**src/rtl/stim_pkg.sv**
```systemverilog
// Shared types and constants for the stimulus serializer.
package stim_pkg;

  typedef enum logic {
    IDLE  = 1'b0,
    SHIFT = 1'b1
  } state_e;

  localparam int STIM_WIDTH_DEFAULT = 32;

endpackage

```
**src/rtl/stim_serializer.sv**
```systemverilog
// Parallel-to-serial stimulus driver: words go out MSB first on w, with a
// one-entry pending buffer so back-to-back words stream without a bubble.
module stim_serializer
  import stim_pkg::*;
#(
  parameter int WIDTH = STIM_WIDTH_DEFAULT
) (
  input  logic             clk,
  input  logic             rst_n,
  input  logic             load,
  input  logic [WIDTH-1:0] data,
  output logic             ready,
  input  logic             en,
  output logic             w,
  output logic             w_valid,
  output logic             done,
  output logic             busy
);

  localparam int CW = (WIDTH > 1) ? $clog2(WIDTH) : 1;
  localparam logic [CW-1:0] LAST = CW'(WIDTH - 1);

  state_e           state_q, state_d;
  logic [WIDTH-1:0] sreg_q, sreg_d;
  logic [CW-1:0]    cnt_q, cnt_d;
  logic [WIDTH-1:0] pend_q, pend_d;
  logic             pend_full_q, pend_full_d;
  logic             done_q, done_d;

  logic accept;
  logic at_last;

  always_comb begin
    accept  = load && !pend_full_q;
    at_last = (state_q == SHIFT) && en && (cnt_q == LAST);

    state_d     = state_q;
    sreg_d      = sreg_q;
    cnt_d       = cnt_q;
    pend_d      = pend_q;
    pend_full_d = pend_full_q;
    done_d      = 1'b0;

    case (state_q)
      IDLE: begin
        if (accept) begin
          sreg_d  = data;
          cnt_d   = '0;
          state_d = SHIFT;
        end
      end
      SHIFT: begin
        // A word accepted on the last-bit cycle bypasses the pending buffer.
        if (accept && !at_last) begin
          pend_d      = data;
          pend_full_d = 1'b1;
        end
        if (en) begin
          if (!at_last) begin
            sreg_d = sreg_q << 1;
            cnt_d  = cnt_q + CW'(1);
          end else begin
            done_d = 1'b1;
            cnt_d  = '0;
            if (pend_full_q) begin
              sreg_d      = pend_q;
              pend_full_d = 1'b0;
            end else if (accept) begin
              sreg_d = data;
            end else begin
              sreg_d  = '0;
              state_d = IDLE;
            end
          end
        end
      end
      default: state_d = IDLE;
    endcase
  end

  always_ff @(posedge clk) begin
    if (!rst_n) begin
      state_q     <= IDLE;
      sreg_q      <= '0;
      cnt_q       <= '0;
      pend_q      <= '0;
      pend_full_q <= 1'b0;
      done_q      <= 1'b0;
    end else begin
      state_q     <= state_d;
      sreg_q      <= sreg_d;
      cnt_q       <= cnt_d;
      pend_q      <= pend_d;
      pend_full_q <= pend_full_d;
      done_q      <= done_d;
    end
  end

  assign ready   = !pend_full_q;
  assign w_valid = (state_q == SHIFT);
  assign w       = (state_q == SHIFT) && sreg_q[WIDTH-1];
  assign done    = done_q;
  assign busy    = (state_q == SHIFT) || pend_full_q;

endmodule
```
**config.mk**
```make
export PLATFORM = sky130hd
export DESIGN_NAME = stim_serializer
export DESIGN_NICKNAME = d
export VERILOG_FILES = /design/src/rtl/stim_pkg.sv /design/src/rtl/stim_serializer.sv
export SDC_FILE = /design/constraint.sdc
export NUM_CORES = 1
export LEC_CHECK = 0
export CAP_MARGIN = 20
export CORE_MARGIN = 4
export CORE_UTILIZATION = 45
export DETAILED_ROUTE_END_ITERATION = 10
export PLACE_DENSITY = 0.66
export SKIP_CTS_REPAIR_TIMING = 1
export SKIP_LAST_GASP = 1
export SYNTH_ARGS = -nofsm -noshare
export SYNTH_HDL_FRONTEND = slang
export SYNTH_SLANG_ARGS = --single-unit
```
**constraint.sdc**
```tcl
create_clock -name clk -period 2.36 [get_ports clk]
set_input_delay 0.472 -clock clk [delete_from_list [all_inputs] [get_ports clk]]
set_output_delay 0.472 -clock clk [all_outputs]
set_load 0.01 [all_outputs]
```
==> results.txt <==
The fraction of synthesized cell area taken by the top area cell type is 0.378. The final standard cell count with taps included and fillers excluded came out at 615. Setup violations remaining at the end of the flow were counted as 0. Traced cell by cell, the critical path runs through or2_2, clkdlybuf4s50_1. In the final design database the tool counted 543 nets.

The first detailed-routing pass ran for 5 iterations. The effective utilization at floorplan came out at 0.464. The number of nets still failing antenna checks after routing is 0. The largest area contributor in the netlist is sky130_fd_sc_hd__dfxtp_1. For this run, the register share of the synthesized area comes to 0.378. The number of remaining DRC errors is 0.

The total power after layout is 3.03 mW. The final core utilization came out at 0.555. The average footprint of a synthesized cell is 7.85 sq um. The clock buffer count from CTS came out at 9.

The layout overhead on the synthesized area came out at 19.7%. The kind of critical path is reg -> out. Of the available clock period, the critical path in the final layout requires 0.863. The clock root buffer is sky130_fd_sc_hd__clkbuf_8. The maximum clock frequency is 491 MHz. The routed via count came out at 3739. The Yosys step of the flow raised 0 warnings. In the synthesized netlist the dominant register cell turns out to be sky130_fd_sc_hd__dfxtp_1. The maximum VDD drop is 0.410 mV.

The total negative slack came out at 0 ps. The global-route usage over all layers is 0.210. Counting every net in the synthesized netlist gives 524. The pin count of the biggest net entering global routing came out at 55.

Across the run, the number of max-cap violations was 0. Pin placement for this block handled 41 I/O pins. The row count is 33. STA classifies the critical path endpoint as an output port. The biggest cell delay along the critical path is 480 ps. The post-detailed-placement cell area came out at 4320 sq um.

The detailed placer's ending HPWL came out at 6320 um. The worst setup path is launched from a flop. Yosys attributes the largest share of cell area to sky130_fd_sc_hd__dfxtp_1 38%, sky130_fd_sc_hd__nand3_1 8.8%, sky130_fd_sc_hd__a311oi_1 7.6%. Along the worst path, the maximum fanout reaches 19.

Port buffering added 40 buffers. The number of H-tree levels is 3. The floorplan core area came out at 8220 sq um. The number of antenna violations at the first check in global routing was 0. The power density over the cells came out at 665 nW/um^2. The maximum root-to-sink buffer count is 2.

TritonCTS built the clock tree. The number of global-route vias before repair was 3577. The async set or reset register ratio after synthesis is 0. Yosys mapped the design onto 30 distinct sky130hd cell types.

The count of flip-flops with a built-in enable after synthesis came out at 0. The antenna diode count came out at 0. The register clock-pin slew on the reported worst setup and hold paths came out at 70 ps.

The weighted congestion reported at the end of routability-driven placement came out at 0.799. The number of pins with negative max-slew slack in the final report is 0. For the worst-skew pair, the clock arrives at the later sink with an insertion delay of 340 ps. The post-detailed-route wirelength per cell is 16.8 um. The run finished with clean final reports. The final critical path time including I/O delays and setup came out at 2040 ps. Setup repair after global routing left no endpoint under its margin. In this run the vertical extent of the chip is 100 um. The worst relative slew slack is 0.661. CTS saw 72 sinks. The number of synthesized register bits came out at 72. The number of vias per cell came out at 6.08. The detailed router finished its first iteration with 291 violations.

The worst clock skew is 9.71 ps. The wire length of the first global-routing pass came out at 17300 um. The wire length reported by the detailed router came out at 10300 um. The arrival time of the worst setup path is 1560 ps. The cell leakage power came out at 1.44 nW. For flop-to-flop paths, the worst setup slack is 480 ps. The total count of hold-check failures in the final report came out at 0. The count of mapped cells out of synthesis is 486. The netlist area before placement came out at 3810 sq um. The area enclosed by the die boundary came out at 10000 sq um. The finished layout cell area came out at 4560 sq um. The tightest min-delay check is of the reg -> reg type.

The total overflow left after global routing is 0. The fraction of final layout cells with drive strength greater than 1 came out at 0.0882. The critical path required time is 1890 ps. Measured along the x axis, the die boundary spans 100 um. On the critical path, the stage with the largest delay is an instance of sky130_fd_sc_hd__clkdlybuf4s50_1.

After detailed placement, the design holds a cell count of 599. The actual transition at the worst max-transition pin came out at 508 ps.
[cell usage after synthesis (2+ instances only)]
master                     number
sky130_fd_sc_hd__buf_2         25
sky130_fd_sc_hd__and2_1         3
sky130_fd_sc_hd__nand2b_1       2
sky130_fd_sc_hd__dfxtp_1       72
sky130_fd_sc_hd__clkbuf_1      26
sky130_fd_sc_hd__nand3_1       67
sky130_fd_sc_hd__ha_1           2
sky130_fd_sc_hd__a21oi_1       39
sky130_fd_sc_hd__and3b_1        2
sky130_fd_sc_hd__a21o_1        31
sky130_fd_sc_hd__nand2_1       38
sky130_fd_sc_hd__nand3b_1      33
sky130_fd_sc_hd__o21ai_1       35
sky130_fd_sc_hd__o21ai_0       28
sky130_fd_sc_hd__buf_6          6
sky130_fd_sc_hd__a311oi_1      33
sky130_fd_sc_hd__nor3_1        31
[critical path: cells and delay by family, from the launching register on]
kind | cells | cell delay [ps]
buffers and inverters | 1 | 480
DFF | 1 | 420
and+or+nand+nor | 1 | 330
[sequential cells by signal, summed over array words and instances, names as in the netlist]
name / flops
pend_q: 32
sreg_q: 32
cnt_q: 5
done: 1
pend_full_q: 1
w_valid: 1
[final cells by class]
type	instances	area, sq um
multi-input cells	355	2090
repair buffers	65	651
clock buffers	11	141
fillers	750	3650
well taps	105	131
clock inverters	5	104
flip-flops and latches	72	1440
inverters	2	7.51
[worst paths after layout]
path               start          to  cells past startpoint
max reg2reg     cnt_q[0]  sreg_q[19]                      7
min             cnt_q[4]    cnt_q[4]                      2
max          pend_full_q        busy                      2
min reg2reg     cnt_q[4]    cnt_q[4]                      2
[power breakdown]
part | leakage, nW | internal, mW | switching (mW) | total [mW]
logic | 0.724 | 0.220 | 0.259 | 0.478
registers | 0.591 | 1.30 | 0.0504 | 1.35
clock network | 0.124 | 0.732 | 0.474 | 1.21
[cells by family after synthesis]
kind of cell | Yosys count | synth area share
AO/OA/AOI/OAI | 170 | 0.280
adder cells (fa/ha/maj) | 2 | 0.00656
buffers and inverters | 59 | 0.0781
flip-flops | 72 | 0.378
AND/OR/NAND/NOR | 183 | 0.257
[stage by stage]
| stage | worst slack (ps) | hold slack [ps] |
|---|---|---|
| 2_1_floorplan | 569 | 443 |
| 3_3_place_gp | 274 | 459 |
| 3_5_place_dp | 181 | 467 |
| 4_1_cts | 315 | 478 |
| 5_1_grt | 264 | 499 |
| 6_report | 324 | 478 |
[cell usage in the layout (no fill, tap or decap), types with 2 or more instances in the layout]
cell type	n
sky130_fd_sc_hd__buf_4	20
sky130_fd_sc_hd__o21ai_1	35
sky130_fd_sc_hd__clkdlybuf4s50_1	40
sky130_fd_sc_hd__ha_1	2
sky130_fd_sc_hd__clkbuf_8	10
sky130_fd_sc_hd__a311oi_1	33
sky130_fd_sc_hd__o21ai_0	28
sky130_fd_sc_hd__nand3b_1	33
sky130_fd_sc_hd__nand3_1	66
sky130_fd_sc_hd__bufinv_16	3
sky130_fd_sc_hd__dfxtp_1	71
sky130_fd_sc_hd__a21oi_1	39
sky130_fd_sc_hd__and2_1	3
sky130_fd_sc_hd__buf_12	5
sky130_fd_sc_hd__nor3_1	31
sky130_fd_sc_hd__and3b_1	2
sky130_fd_sc_hd__a21o_1	31
sky130_fd_sc_hd__nand2_1	38
sky130_fd_sc_hd__nand2b_1	2
[per-layer routing]
metal / track usage / up-vias / share of wire
li1: - / 1833 / -
met3: 0.0479 / 9 / 0.061
met1: 0.287 / 1790 / 0.46
met2: 0.337 / 107 / 0.47
met5: 0 / - / 0
met4: 0.0528 / 0 / 0.011
Note: power is estimated with default switching activity, not from simulation.
